`src/rtl/uart_rx_ctrl_if.sv`:
```
// uart_rx_ctrl_if -- receive byte stream leaving uart_rx_ctrl.
//
// Handshake: the master holds m_valid high with stable m_data/m_perr until the
// slave accepts. A transfer happens on every rising clk edge where m_valid and
// m_ready are both high. m_ready may be asserted at any time, including while
// m_valid is low. That cycle transfers nothing.
interface uart_rx_ctrl_if;
    logic       m_valid;
    logic [7:0] m_data;
    logic       m_perr;
    logic       m_ready;

    modport master (
        output m_valid,
        output m_data,
        output m_perr,
        input  m_ready
    );

    modport slave (
        input  m_valid,
        input  m_data,
        input  m_perr,
        output m_ready
    );
endinterface

```
`src/rtl/uart_rx_ctrl.sv`:
```
// uart_rx_ctrl -- configuration sequencer and receive FIFO for a uart_rx core.
//
// Three-state controller (RECONF / RUN / FRAME):
// - It applies pending line configuration only between frames.
// - It watches for start bits and times out frames that never complete.
// - Every rising edge of rx_ready pushes {perr, rx_data} into a
//   first-word-fall-through FIFO.
//
// Optional feature macro: UART_RX_CTRL_ERRCNT_EN enables the parity-error and
// timeout counters (perr_cnt / tmo_cnt). Without it both read as constant 0
// and cnt_clr has no effect.
module uart_rx_ctrl #(
    parameter int FIFO_DEPTH  = 8,
    parameter int TIMEOUT_CYC = 4096,
    parameter int RECONF_CYC  = 2
) (
    input  logic                          clk,
    input  logic                          rst,
    // configuration write port
    input  logic                          cfg_wr,
    input  logic [31:0]                   cfg_baudrate,
    input  logic [1:0]                    cfg_stop_bits,
    input  logic                          cfg_parity_en,
    input  logic                          cfg_parity_type,
    // receiver side
    input  logic                          rx_line,
    input  logic                          rx_ready,
    input  logic [7:0]                    rx_data,
    input  logic                          rx_parity_valid,
    output logic                          rx_en,
    output logic [31:0]                   rx_baudrate,
    output logic [1:0]                    rx_stop_bits,
    output logic                          rx_parity_en,
    output logic                          rx_parity_type,
    // received byte stream
    uart_rx_ctrl_if.master                m_if,
    // status
    output logic [$clog2(FIFO_DEPTH):0]   fifo_level,
    output logic                          ovf,
    input  logic                          ovf_clr,
    output logic                          cfg_busy,
    output logic [7:0]                    perr_cnt,
    output logic [7:0]                    tmo_cnt,
    input  logic                          cnt_clr,
    // controller state (0 RECONF, 1 RUN, 2 FRAME)
    output logic [1:0]                    dbg_state
);

    localparam int AW  = (FIFO_DEPTH > 1) ? $clog2(FIFO_DEPTH) : 1;
    localparam int LW  = AW + 1;
    localparam int TW  = (TIMEOUT_CYC > 1) ? $clog2(TIMEOUT_CYC) : 1;
    localparam int RCW = (RECONF_CYC > 1) ? $clog2(RECONF_CYC) : 1;

    localparam logic [TW-1:0]  TM_LAST = TW'(TIMEOUT_CYC - 1);
    localparam logic [RCW-1:0] RC_LAST = RCW'(RECONF_CYC - 1);
    localparam logic [LW-1:0]  DEPTH_L = LW'(FIFO_DEPTH);

    localparam logic [31:0] BAUD_DEF = 32'd115200;
    localparam logic [1:0]  STOP_DEF = 2'b01;

    typedef enum logic [1:0] {
        S_RECONF = 2'd0,
        S_RUN    = 2'd1,
        S_FRAME  = 2'd2
    } state_t;

    state_t          state;
    state_t          state_nx;
    logic            load_cfg;
    logic            tmo_hit;
    logic [RCW-1:0]  rc_cnt;
    logic [TW-1:0]   timer;
    logic            rdy_q;
    logic            rdy_rise;

    // pending configuration, applied on the next RUN -> RECONF transition
    logic            pend_valid;
    logic [31:0]     pend_baudrate;
    logic [1:0]      pend_stop_bits;
    logic            pend_parity_en;
    logic            pend_parity_type;

    // FIFO
    logic [8:0]      mem [FIFO_DEPTH];
    logic [AW-1:0]   wr_ptr;
    logic [AW-1:0]   rd_ptr;
    logic [LW-1:0]   count;
    logic            push;
    logic            push_perr;
    logic            pop;
    logic            full;
    logic            wr_en;
    logic            ovf_set;
    logic [8:0]      head;

    // A byte completes when rx_ready was low at the previous edge and is high now.
    assign rdy_rise = rx_ready & ~rdy_q;

    // Remember rx_ready so that a level held high pushes only once.
    always_ff @(posedge clk) begin
        if (rst) begin
            rdy_q <= 1'b0;
        end else begin
            rdy_q <= rx_ready;
        end
    end

    // Next-state logic. Byte-done has priority over a start bit seen in the same cycle.
    always_comb begin
        state_nx = state;
        load_cfg = 1'b0;
        tmo_hit  = 1'b0;
        case (state)
            S_RECONF: begin
                if (rc_cnt == RC_LAST) begin
                    state_nx = S_RUN;
                end
            end
            S_RUN: begin
                if (rdy_rise) begin
                    state_nx = S_RUN;
                end else if (!rx_line) begin
                    state_nx = S_FRAME;
                end else if (pend_valid) begin
                    state_nx = S_RECONF;
                    load_cfg = 1'b1;
                end
            end
            S_FRAME: begin
                if (rdy_rise) begin
                    state_nx = S_RUN;
                end else if (timer == TM_LAST) begin
                    state_nx = S_RUN;
                    tmo_hit  = 1'b1;
                end
            end
            default: begin
                state_nx = S_RECONF;
            end
        endcase
    end

    // State register.
    always_ff @(posedge clk) begin
        if (rst) begin
            state <= S_RECONF;
        end else begin
            state <= state_nx;
        end
    end

    assign dbg_state = state;

    // Count the cycles spent in RECONF, starting from zero on every entry.
    always_ff @(posedge clk) begin
        if (rst || load_cfg) begin
            rc_cnt <= '0;
        end else if (state == S_RECONF && state_nx == S_RECONF) begin
            rc_cnt <= rc_cnt + 1'b1;
        end
    end

    // Frame timer: zero on entry to FRAME, counts each cycle the frame stays open.
    always_ff @(posedge clk) begin
        if (rst) begin
            timer <= '0;
        end else if (state == S_FRAME && state_nx == S_FRAME) begin
            timer <= timer + 1'b1;
        end else begin
            timer <= '0;
        end
    end

    // Capture config writes at any time. A newer write replaces an unapplied one.
    always_ff @(posedge clk) begin
        if (rst) begin
            pend_valid       <= 1'b0;
            pend_baudrate    <= BAUD_DEF;
            pend_stop_bits   <= STOP_DEF;
            pend_parity_en   <= 1'b0;
            pend_parity_type <= 1'b0;
        end else if (cfg_wr) begin
            pend_valid       <= 1'b1;
            pend_baudrate    <= cfg_baudrate;
            pend_stop_bits   <= cfg_stop_bits;
            pend_parity_en   <= cfg_parity_en;
            pend_parity_type <= cfg_parity_type;
        end else if (load_cfg) begin
            pend_valid       <= 1'b0;
        end
    end

    // Receiver configuration registers change only when RECONF is entered.
    always_ff @(posedge clk) begin
        if (rst) begin
            rx_baudrate    <= BAUD_DEF;
            rx_stop_bits   <= STOP_DEF;
            rx_parity_en   <= 1'b0;
            rx_parity_type <= 1'b0;
        end else if (load_cfg) begin
            rx_baudrate    <= pend_baudrate;
            rx_stop_bits   <= pend_stop_bits;
            rx_parity_en   <= pend_parity_en;
            rx_parity_type <= pend_parity_type;
        end
    end

    // Registered enable and busy, both derived from where the FSM is heading.
    always_ff @(posedge clk) begin
        if (rst) begin
            rx_en    <= 1'b0;
            cfg_busy <= 1'b1;
        end else begin
            rx_en    <= (state_nx != S_RECONF);
            cfg_busy <= cfg_wr | (pend_valid & ~load_cfg) | (state_nx == S_RECONF);
        end
    end

    // FIFO control. A push into a full FIFO succeeds only when a pop frees a slot in the same cycle.
    assign push      = rdy_rise;
    assign push_perr = rx_parity_en & ~rx_parity_valid;
    assign pop       = m_if.m_valid & m_if.m_ready;
    assign full      = (count == DEPTH_L);
    assign wr_en     = push & (~full | pop);
    assign ovf_set   = push & full & ~pop;
    assign head      = mem[rd_ptr];

    // Storage array. It needs no reset because count gates every read.
    always_ff @(posedge clk) begin
        if (!rst && wr_en) begin
            mem[wr_ptr] <= {push_perr, rx_data};
        end
    end

    // Pointers and occupancy. The power-of-two depth makes the pointers wrap naturally.
    always_ff @(posedge clk) begin
        if (rst) begin
            wr_ptr <= '0;
            rd_ptr <= '0;
            count  <= '0;
        end else begin
            if (wr_en) begin
                wr_ptr <= wr_ptr + 1'b1;
            end
            if (pop) begin
                rd_ptr <= rd_ptr + 1'b1;
            end
            case ({wr_en, pop})
                2'b10:   count <= count + 1'b1;
                2'b01:   count <= count - 1'b1;
                default: count <= count;
            endcase
        end
    end

    assign fifo_level  = count;
    assign m_if.m_valid = (count != '0);
    assign m_if.m_data  = m_if.m_valid ? head[7:0] : 8'h00;
    assign m_if.m_perr  = m_if.m_valid ? head[8] : 1'b0;

    // Sticky overflow flag. An overflow in the same cycle beats a clear request.
    always_ff @(posedge clk) begin
        if (rst) begin
            ovf <= 1'b0;
        end else if (ovf_set) begin
            ovf <= 1'b1;
        end else if (ovf_clr) begin
            ovf <= 1'b0;
        end
    end

`ifdef UART_RX_CTRL_ERRCNT_EN
    logic [7:0] perr_cnt_q;
    logic [7:0] tmo_cnt_q;

    // Saturating error counters. A clear discards an increment in the same cycle.
    always_ff @(posedge clk) begin
        if (rst || cnt_clr) begin
            perr_cnt_q <= 8'd0;
            tmo_cnt_q  <= 8'd0;
        end else begin
            if (push && push_perr && perr_cnt_q != 8'hFF) begin
                perr_cnt_q <= perr_cnt_q + 8'd1;
            end
            if (tmo_hit && tmo_cnt_q != 8'hFF) begin
                tmo_cnt_q <= tmo_cnt_q + 8'd1;
            end
        end
    end

    assign perr_cnt = perr_cnt_q;
    assign tmo_cnt  = tmo_cnt_q;
`else
    logic unused_cnt;

    assign perr_cnt   = 8'd0;
    assign tmo_cnt    = 8'd0;
    assign unused_cnt = ^{cnt_clr, tmo_hit};
`endif

endmodule

```
`src/flat_wrapper.sv`:
```
// flat-port wrapper written by rule: the top's interface ports become plain ports
module uart_rx_ctrl_flat 
#(
    parameter int FIFO_DEPTH  = 8,
    parameter int TIMEOUT_CYC = 4096,
    parameter int RECONF_CYC  = 2
)
  (clk, rst, cfg_wr, cfg_baudrate, cfg_stop_bits, cfg_parity_en, cfg_parity_type, rx_line, rx_ready, rx_data, rx_parity_valid, rx_en, rx_baudrate, rx_stop_bits, rx_parity_en, rx_parity_type, fifo_level, ovf, ovf_clr, cfg_busy, perr_cnt, tmo_cnt, cnt_clr, dbg_state, m_if_m_valid, m_if_m_data, m_if_m_perr, m_if_m_ready);
  uart_rx_ctrl_if m_if_i ();
  input  logic clk;
  input  logic rst;
  input  logic cfg_wr;
  input  logic [31:0] cfg_baudrate;
  input  logic [1:0] cfg_stop_bits;
  input  logic cfg_parity_en;
  input  logic cfg_parity_type;
  input  logic rx_line;
  input  logic rx_ready;
  input  logic [7:0] rx_data;
  input  logic rx_parity_valid;
  output logic rx_en;
  output logic [31:0] rx_baudrate;
  output logic [1:0] rx_stop_bits;
  output logic rx_parity_en;
  output logic rx_parity_type;
  output logic [$clog2(FIFO_DEPTH):0] fifo_level;
  output logic ovf;
  input  logic ovf_clr;
  output logic cfg_busy;
  output logic [7:0] perr_cnt;
  output logic [7:0] tmo_cnt;
  input  logic cnt_clr;
  output logic [1:0] dbg_state;
  output wire logic [$bits(m_if_i.m_valid)-1:0] m_if_m_valid;
  output wire logic [$bits(m_if_i.m_data)-1:0] m_if_m_data;
  output wire logic [$bits(m_if_i.m_perr)-1:0] m_if_m_perr;
  input wire logic [$bits(m_if_i.m_ready)-1:0] m_if_m_ready;
  assign m_if_m_valid = m_if_i.m_valid;
  assign m_if_m_data = m_if_i.m_data;
  assign m_if_m_perr = m_if_i.m_perr;
  assign m_if_i.m_ready = m_if_m_ready;
  uart_rx_ctrl #(.FIFO_DEPTH(FIFO_DEPTH), .TIMEOUT_CYC(TIMEOUT_CYC), .RECONF_CYC(RECONF_CYC)) u_core (.clk(clk), .rst(rst), .cfg_wr(cfg_wr), .cfg_baudrate(cfg_baudrate), .cfg_stop_bits(cfg_stop_bits), .cfg_parity_en(cfg_parity_en), .cfg_parity_type(cfg_parity_type), .rx_line(rx_line), .rx_ready(rx_ready), .rx_data(rx_data), .rx_parity_valid(rx_parity_valid), .rx_en(rx_en), .rx_baudrate(rx_baudrate), .rx_stop_bits(rx_stop_bits), .rx_parity_en(rx_parity_en), .rx_parity_type(rx_parity_type), .m_if(m_if_i), .fifo_level(fifo_level), .ovf(ovf), .ovf_clr(ovf_clr), .cfg_busy(cfg_busy), .perr_cnt(perr_cnt), .tmo_cnt(tmo_cnt), .cnt_clr(cnt_clr), .dbg_state(dbg_state));
endmodule
```
`config.mk`:
```
export PLATFORM = sky130hd
export DESIGN_NAME = uart_rx_ctrl_flat
export DESIGN_NICKNAME = d
export VERILOG_FILES = /design/src/rtl/uart_rx_ctrl_if.sv /design/src/rtl/uart_rx_ctrl.sv /design/src/flat_wrapper.sv
export SDC_FILE = /design/constraint.sdc
export NUM_CORES = 1
export LEC_CHECK = 0
export ABC_AREA = 1
export CAP_MARGIN = 25
export CORE_MARGIN = 5
export CORE_UTILIZATION = 35
export DETAILED_ROUTE_END_ITERATION = 8
export DONT_BUFFER_PORTS = 1
export PLACE_DENSITY = 0.5
export SKIP_CTS_REPAIR_TIMING = 1
export SLEW_MARGIN = 20
export SYNTH_ARGS = -nofsm -noshare
export SYNTH_HDL_FRONTEND = slang
export SYNTH_SLANG_ARGS = --single-unit
```
`constraint.sdc`:
```
create_clock -name clk -period 3.23 [get_ports clk]
set_input_delay 0.969 -clock clk [delete_from_list [all_inputs] [get_ports clk]]
set_output_delay 0.969 -clock clk [all_outputs]
set_load 0.02 [all_outputs]
```
==> results of run 1 <==
## power breakdown
group	total, W	switching (W)	leakage [nW]	internal, W
clock	0.00195	0.000876	0.257	0.00107
combinational	0.000886	0.000630	1.06	0.000256
sequential	0.00251	0.0000902	1.51	0.00242
## stage by stage
| stage | hold WS (ps) | instances | power (W) | cell area (um^2) | setup slack [ps] |
|---|---|---|---|---|---|
| floorplan | 418 | 773 | 0.00323 | 6990 | 781 |
| global placement | 428 | 1004 | 0.00342 | 7150 | 548 |
| detailed placement | 445 | 1004 | 0.00345 | 7150 | 513 |
| CTS | 457 | 1036 | 0.00540 | 7710 | 63.4 |
| global route | 472 | 1036 | 0.00565 | 7730 | 151 |
| finish | 454 | 1036 | 0.00534 | 7730 | 339 |
## cells by family (layout without fill, tap and decap cells)
| kind of cell | Yosys count | count (layout) | share of synthesized area, % |
|---|---|---|---|
| compound gates | 148 | 148 | 10.7 |
| xor+xnor | 6 | 6 | 0.757 |
| fa+ha+maj | 6 | 6 | 1.19 |
| buf+inv | 84 | 82 | 6.26 |
| flops | 177 | 177 | 61.5 |
| other cells | 1 | 16 | 0.0541 |
| simple gates | 336 | 336 | 19.6 |
## layout make-up
class,instances,area (um^2),share of cell area [%]
inverter,31,119,1.54
clock buffer,18,429,5.55
timing repair buffer,19,143,1.85
clock inverter,14,133,1.72
multi-input combinational,512,2310,29.8
sequential,177,4270,55.2
tap,265,332,4.29
## worst paths after layout
path	endpoint	slack (ps)
max	m_if_m_data[1]	340
min	u_core.rx_baudrate[2]	450
max reg2reg	u_core.fifo_level[3]	870
min reg2reg	u_core.rx_baudrate[2]	450
## routing by layer
metal	track usage, %	up-vias	part of all wire (%)
met2	23.5	117	48
li1	-	2468	-
met3	6.70	7	8.9
met4	4.58	0	0.62
met1	16.9	2334	42
met5	0	-	0
## placed cells by master (no fill, tap or decap)
cell        synthesis  layout
a21oi_1            46      46
nand3_1            26      25
nand4_4             1       1
nor3_1              7       7
dfxtp_2             0       1
inv_4               1       1
clkinv_4            0       2
and3_1              1       1
nor3b_1             2       2
a211oi_1            1       1
or2_2               3       3
clkbuf_1           15       1
ha_1                5       5
inv_2               6       6
clkinv_2            0       1
clkinvlp_4          0       5
clkbuf_16           0      17
conb_1              1      16
dfxtp_1           105     104
fa_1                1       1
o21ai_0            94      94
nor2_4              1       1
nand2_2             2       2
xor2_1              4       4
buf_4              21      19
nand2_1           124     124
inv_8               0       1
o21ai_1             7       7
nand3_2             0       1
clkinv_1            2       2
nor2_1            166     164
nand4_1             2       2
inv_1              22      22
inv_6               0       3
edfxtp_1           72      72
xnor2_1             2       2
bufinv_16           0       1
nor2_2              1       3
clkinvlp_2          0       1
## flip-flops by register name, summed over array words and instances, names as in the netlist, 2 cells and up, named ones only
signal,cells
u_core.pend_stop_bits,2
u_core.dbg_state,2
u_core.rx_baudrate,32
u_core.timer,12
u_core.rx_stop_bits,2
u_core.wr_ptr,3
u_core.pend_baudrate,32
u_core.rd_ptr,3
u_core.fifo_level,4
u_core.mem,72
## worst reg2reg max path, stage by stage (launching register included)
cell     delay, ps
dfxtp_1        430
nor2_2         220
nand3_2        280
nand3_1        310
inv_1          110
ha_1           340
nand3_1         90
nand2_1        120
nand3_1         70
nand2_1         80
nand3_1         70
nand2_1         70
nor2_1          50
## cells in the mapped netlist (all sizes together)
master | n | share of area, %
nor2 | 168 | 9.2
nand2 | 126 | 6.9
dfxtp | 105 | 30
o21ai | 101 | 7.3
edfxtp | 72 | 31
a21oi | 46 | 3.3
buf | 38 | 3.7
inv | 29 | 1.6
nand3 | 26 | 1.9
clkbuf | 15 | 0.81
nor3 | 7 | 0.50
ha | 5 | 0.90
xor2 | 4 | 0.50
nand4 | 3 | 0.49
or2 | 3 | 0.27
clkinv | 2 | 0.11
nor3b | 2 | 0.22
xnor2 | 2 | 0.25
a211oi | 1 | 0.11
and3 | 1 | 0.090
conb | 1 | 0.054
fa | 1 | 0.29
==> metrics.txt, run 1 <==
vias in the first global route=4811; status=complete, no violations; post-detailed-route count of antenna-violating nets=0; setup violators final=0; syn_area_per_cell=9.15 um^2; Final Hold Viols=0; hpwl dp=10.4 mm; gr usage total=14.4%; Core Util, Final=39.7%; CTS tree=yes; WL final=15.9 mm; RSZ-0062 raised after global routing=false; post-synth cell types=32; Slew HR=64.6%; Starting Density=35.6%; H-tree depth=4; FF-to-FF path depth=12; largest net degree at the start of global routing=44; worst min path class=flip-flop to flip-flop; crit path buf inv count=2; area delta synth->final=11.4%; Filler Cells Inserted=1944; Final Critical Period=2890 ps; pwr/cell area=691 mW/mm^2; routed length per instance=15.3 um; die area=0.0227 mm^2; core area=0.0195 mm^2; kind of critical path=flip-flop to output port; Die Y=151 um; most frequent CP cell=o21ai_0; root buffer cell=clkbuf_16; cells after synthesis=758; Final Max Slew Viols=0; die width=151 um; hold_sp=u_core.pend_baudrate[2]; skew final=10.1 ps; max_cap viols=0; yosys synthesis warning count=0; DR vias/cell=4.75; CP peak stage delay=430 ps; initial antenna violation count=0; RePlAce Congestion=0.736; drc violations=0; I/O Buffers=0; cts bufs inserted=17; drt pass-1 iters=4; Slew @ Worst Pin=529 ps; CP cell instances=inv_2 -> buf_4 -> o21ai_0 -> o21ai_1 -> o21ai_0 -> nor2_2; Critical Path Sink Type=output port; Min-Delay Path Depth=2; DRT iter0 DRCs=303; R2R Path Start=u_core.fifo_level[0]; CP top delay family=compound AO/OA/AOI/OAI gates; share of layout cells above drive strength 1=8.95%; buffer depth of the longest clock path=2; VDD IR-drop max=367 uV; Clk pin slew, worst setup/hold paths=60 ps; Max Fanout on Critical Path=14; CP startpoint kind=flip-flop; critical path depth=6; number of diodes=0; sequential share of the synthesized area=61.5%; global route overflow=0; crit share post-route=89.5%; WP data required=2260 ps; critical path's slowest cell=dfxtp_2; Max Freq=346 MHz; Yosys reg bits=177; first-pass GRT wire length=25.5 mm; clock sinks=177; Setup TNS=0 ps; Post-layout nets=817; vias post-DR=4926; Placement Rows=51; worst skew pair latency=420 ps; leakage power=2.83 nW; Top Ports=124; CP Data Arrival Time=1920 ps; Post-Syn Area=0.00694 mm^2
Power figures use the tool's default switching activity.
==> run 2, diff against run 1 <==
--- a/config.mk
+++ b/config.mk
@@ -12,6 +12,7 @@
 export DETAILED_ROUTE_END_ITERATION = 8
 export DONT_BUFFER_PORTS = 1
 export PLACE_DENSITY = 0.5
+export SETUP_SLACK_MARGIN = 0.4
 export SKIP_CTS_REPAIR_TIMING = 1
 export SLEW_MARGIN = 20
 export SYNTH_ARGS = -nofsm -noshare
==> run 2 against run 1 <==
Against the previous run:
- clock power about the same
- register-to-register slack improved by 80 ps
- via count increased by 0.65%
- critical path depth unchanged
- final area increased by 0.96%
- total power increased by 1.3%
- routed wire length about the same
- worst hold slack got worse by 0.76 ps
- largest power group unchanged
- highest routed layer unchanged
==> metrics.txt, run 2 (synthesis results as in run 1) <==
switching share of power=30.0%; Die Y=151 um; top flop regs=u_core.mem x72, u_core.pend_baudrate x32, u_core.rx_baudrate x32; WP data required=2260 ps; Max Fanout on Critical Path=14; Setup TNS=0 ps; RePlAce Congestion=0.736; I/O Buffers=0; Clk pin slew, worst setup/hold paths=60 ps; DRT iter0 DRCs=294; reg2reg setup slack=950 ps; Post-layout nets=819; routed length per instance=15.3 um; total power=0.00541 W; number of diodes=0; worst skew pair latency=430 ps; R2R Path Start=u_core.fifo_level[0]; status=complete, no violations; RSZ-0062 raised after global routing=false; WL final=15.9 mm; Max Freq=370 MHz; largest net degree at the start of global routing=44; Final Max Slew Viols=0; Final Hold Viols=0; Slew @ Worst Pin=537 ps; core area=0.0195 mm^2; Starting Density=35.6%; skew final=9.38 ps; CP Data Arrival Time=1730 ps; FF-to-FF path depth=11; Placed Instances=1004; Top Ports=124; VDD IR-drop max=374 uV; Clk pwr share=36.0%; drt pass-1 iters=5; first-pass GRT wire length=25.5 mm; hpwl dp=10.4 mm; initial antenna violation count=0; leading cell type in the layout, fill and taps excluded=nor2_1; Internal=0.00379 W; CP cell instances=inv_4 -> buf_8 -> nor2_1 -> o21ai_1 -> o21ai_0 -> nor2_2; Slew HR=64.1%; WHS Endpoint=u_core.rx_baudrate[2]; max_cap viols=0; DR vias/cell=4.78; Min-Delay Path Depth=2; FF-to-FF End=u_core.fifo_level[3]; cts bufs inserted=17; Top reg by flops=u_core.mem; die area=0.0227 mm^2; root buffer cell=clkbuf_16; die width=151 um; CP startpoint kind=flip-flop; pwr/cell area=694 mW/mm^2; vias post-DR=4958; most frequent cells in the layout=157 x nor2_1, 124 x nand2_1, 101 x dfxtp_1, 92 x o21ai_0, 72 x edfxtp_1; H-tree depth=4; crit share post-route=83.6%; critical path's slowest cell=dfxtp_4; post-detailed-route count of antenna-violating nets=0; Core Util, Final=40.1%; Psw=0.00162 W; buffer depth of the longest clock path=2; CP peak stage delay=380 ps; gr usage total=14.4%; setup violators final=0; hold_sp=u_core.pend_baudrate[2]; combinational power share=17.6%; number of flip-flops under the largest register name=72; share of layout cells above drive strength 1=10.3%; Sequential Power Share=46.4%; vias in the first global route=4811; clock sinks=177; Final Critical Period=2700 ps; Post-Layout Cell Count=1038; area delta synth->final=12.4%; drc violations=0; kind of critical path=flip-flop to output port; leakage power=2.86 nW; Placement Rows=51; CTS tree=yes; worst min path class=flip-flop to flip-flop; global route overflow=0; Critical Path Sink Type=output port
[run 2: changes by cell type in the layout (fill, tap and decap cells not counted), moves of 2 or more]
cell     delta
nor2_1      -7
nor2_2      +7
dfxtp_1     -3
buf_4       -2
buf_8       +2
dfxtp_2     +2
o21ai_0     -2
o21ai_1     +2
[run 2: worst max path at each step]
stage | endpoint | slack [ps] | from | cells after the start
floorplan | m_if_m_data[0] | 780 | u_core.fifo_level[0] | 5
global placement | m_if_m_data[4] | 550 | u_core.fifo_level[0] | 4
detailed placement | m_if_m_data[4] | 510 | u_core.fifo_level[0] | 4
CTS | m_if_m_perr | 60 | u_core.fifo_level[0] | 4
global route | m_if_m_data[2] | 400 | flip-flop | 6
finish | m_if_m_data[4] | 530 | flip-flop | 6
[run 2: stage by stage]
step | hold slack [ps] | cell area (um^2) | setup WS, ps
after CTS | 457 | 7710 | 63.4
after global placement | 428 | 7150 | 548
after detailed placement | 445 | 7150 | 513
after global routing | 472 | 7800 | 403
after floorplan | 418 | 6990 | 781
final | 453 | 7800 | 530
[run 2: critical path, delay by kind of cell (launching register included)]
kind,cells,cell delay (ps)
AND/OR/NAND/NOR,2,360
buffers and inverters,2,280
AO/OA/AOI/OAI,2,300
flip-flops,1,380
[run 2: routing by layer]
metal | track usage (%) | up-vias | routed length, um
li1 | - | 2471 | -
met1 | 16.9 | 2340 | 6640
met2 | 23.5 | 131 | 7570
met3 | 6.70 | 16 | 1480
met4 | 4.58 | 0 | 184
met5 | 0 | - | 0
[run 2: layout make-up]
class	instances	area [um^2]
clock buffers	18	429
repair buffers	21	190
fillers	1931	11700
clock inverters	14	133
multi-input cells	512	2320
inverters	31	121
well taps	265	332
flip-flops and latches	177	4270
[run 2: power groups by stage]
stage	Sequential [W]	Combinational (W)	Clock (W)
final	0.00251	0.000951	0.00195
after detailed placement	0.00256	0.000888	0
after CTS	0.00251	0.000889	0.00200
after floorplan	0.00254	0.000691	0
after global placement	0.00255	0.000863	0
after global routing	0.00252	0.00108	0.00211
==> run 3, diff against run 2 <==
--- a/config.mk
+++ b/config.mk
@@ -5,13 +5,13 @@
 export SDC_FILE = /design/constraint.sdc
 export NUM_CORES = 1
 export LEC_CHECK = 0
-export ABC_AREA = 1
+export ABC_AREA = 0
 export CAP_MARGIN = 25
 export CORE_MARGIN = 5
 export CORE_UTILIZATION = 35
 export DETAILED_ROUTE_END_ITERATION = 8
 export DONT_BUFFER_PORTS = 1
-export PLACE_DENSITY = 0.5
+export PLACE_DENSITY = 0.52
 export SETUP_SLACK_MARGIN = 0.4
 export SKIP_CTS_REPAIR_TIMING = 1
 export SLEW_MARGIN = 20
==> constraint.sdc (replaced) <==
create_clock -name clk -period 2.3 [get_ports clk]
set_input_delay 0.69 -clock clk [delete_from_list [all_inputs] [get_ports clk]]
set_output_delay 0.69 -clock clk [all_outputs]
set_load 0.02 [all_outputs]
==> run 3 against run 2 <==
Against the previous run:
- the run now ends with negative setup slack left
- critical path type unchanged
- final cell count is 16% lower
- first-iteration DRC count is 23% lower
- clock-buffer cell count is 1 higher
- largest cell class unchanged
- critical path depth is 1 lower
==> metrics.txt, run 3 <==
VDD IR-drop max=510 uV; Top Ports=124; setup violators final=9; CP Data Arrival Time=1830 ps; global route overflow=0; critical path depth=5; fraction of registers with async set/reset=0%; die width=151 um; CTS tree=yes; buffer depth of the longest clock path=2; Clk pin slew, worst setup/hold paths=70 ps; Final Worst Setup Slack=-215 ps; first-pass GRT wire length=22.4 mm; skew final=7.65 ps; CP startpoint kind=flip-flop; Slew @ Worst Pin=557 ps; DR vias/cell=4.78; most numerous cell in the Yosys netlist=dfxtp_1; Max Fanout on Critical Path=7; Final Max Slew Viols=0; leakage power=2.82 nW; post-detailed-route count of antenna-violating nets=0; critical path's slowest cell=mux4_2; CP peak stage delay=480 ps; area delta synth->final=17.9%; top cell type's share of synthesized area=31.3%; CP cell instances=buf_12 -> buf_12 -> mux4_2 -> mux2i_1 -> nor2_1; Min-Delay Path Depth=1; cells after synthesis=578; number of flip-flops under the largest register name=72; hpwl dp=9.39 mm; Yosys reg bits=177; Post-synth EDFFs=72; pwr/cell area=980 mW/mm^2; clock sinks=177; leading cell type in the layout, fill and taps excluded=dfxtp_1; Final Critical Period=2520 ps; Filler Cells Inserted=1811; drt pass-1 iters=4; root buffer cell=clkbuf_16; share of layout cells above drive strength 1=19.2%; largest net degree at the start of global routing=95; number of diodes=0; worst min path class=primary input to flip-flop; RePlAce Congestion=0.787; crit share post-route=109%; crit path buf inv count=2; Placement Rows=51; Hold Slack=331 ps; DRT iter0 DRCs=227; Synth area leaders=edfxtp_1 31%, dfxtp_1 30%, mux2i_1 6.1%; area leader, netlist=edfxtp_1; initial antenna violation count=0; Max Freq=398 MHz; max_cap viols=0; Post-Syn Area=0.00691 mm^2; syn_area_per_cell=12.0 um^2; Post-layout nets=649; WL final=14.7 mm; DP Area=0.00733 mm^2; hold_sp=rst; sequential share of the synthesized area=61.7%; FF-to-FF path depth=9; core area=0.0195 mm^2; Post-synth top cells=105 x dfxtp_1, 85 x nand2_1, 72 x edfxtp_1; Slew HR=62.7%; gr usage total=12.9%; status=finished with violations; R2R Path Start=u_core.fifo_level[1]; post-synth cell types=45; Top reg by flops=u_core.mem; vias post-DR=4153; CP top delay family=multiplexers; die area=0.0227 mm^2; design area=0.00815 mm^2; WP data required=1610 ps; I/O Buffers=0; failing checks=negative setup slack; routed length per instance=16.9 um; vias in the first global route=4181; Final Hold Viols=0; Die Y=151 um; worst skew pair latency=420 ps; drc violations=0; H-tree depth=4; most frequent CP cell=buf_12; yosys synthesis warning count=0; top flop regs=u_core.mem x72, u_core.pend_baudrate x32, u_core.rx_baudrate x32; Starting Density=35.5%; cts bufs inserted=17; Critical Path Sink Type=output port; Synth Flop Type=dfxtp_1; RSZ-0062 raised after global routing=true; kind of critical path=flip-flop to output port; most frequent cells in the layout=100 x dfxtp_1, 84 x nand2_1, 72 x edfxtp_1, 64 x nor2_1, 41 x mux2i_1
## run 3: final cells by class
| cell class | instances | area (um^2) | share of cell area [%] |
|---|---|---|---|
| flip-flops and latches | 177 | 4280 | 52.5 |
| multi-input cells | 363 | 2620 | 32.2 |
| clock buffers | 19 | 464 | 5.69 |
| well taps | 265 | 332 | 4.07 |
| repair buffers | 23 | 260 | 3.19 |
| clock inverters | 13 | 158 | 1.93 |
| inverters | 8 | 35.0 | 0.430 |
## run 3: report_power, final
part           total (W)  switching, W  internal (W)
Combinational    0.00143      0.000782      0.000645
Clock            0.00298       0.00129       0.00169
Sequential       0.00358      0.000182       0.00340
Total            0.00798       0.00225       0.00573
## run 3: worst paths after layout
| kind | to | slack (ps) |
|---|---|---|
| worst max-delay path | m_if_m_data[4] | -220 |
| worst min-delay path | u_core.pend_baudrate[2] | 330 |
| worst min register to register | u_core.rx_baudrate[12] | 450 |
| worst max register to register | u_core.fifo_level[3] | 270 |
## run 3: through the flow
stage	setup TNS [ps]	worst slack, ps	util [%]	instances	power (W)
final	-1660	-215	41.9	868	0.00798
after global routing	-2390	-292	41.9	868	0.00832
after CTS	-2170	-331	40.9	859	0.00782
after detailed placement	0	145	37.7	827	0.00484
after global placement	0	156	37.7	827	0.00481
after floorplan	0	182	-	593	0.00464
## run 3: cells by family (layout without fill, tap and decap cells)
kind of cell,count (synthesis),after routing,synth area share [%]
xor+xnor,13,13,1.65
mux,60,60,11.9
compound gates,61,61,5.74
flops,177,177,61.7
buf+inv,53,63,4.07
fa+ha+maj,6,6,1.19
simple gates,207,207,13.6
other cells,1,16,0.0543
## run 3: metal layers
layer  wire [um]  global-route usage (%)
met2        7370                    21.4
met3        1070                    5.72
met4         221                    4.25
met5           0                       0
met1        6000                    15.0
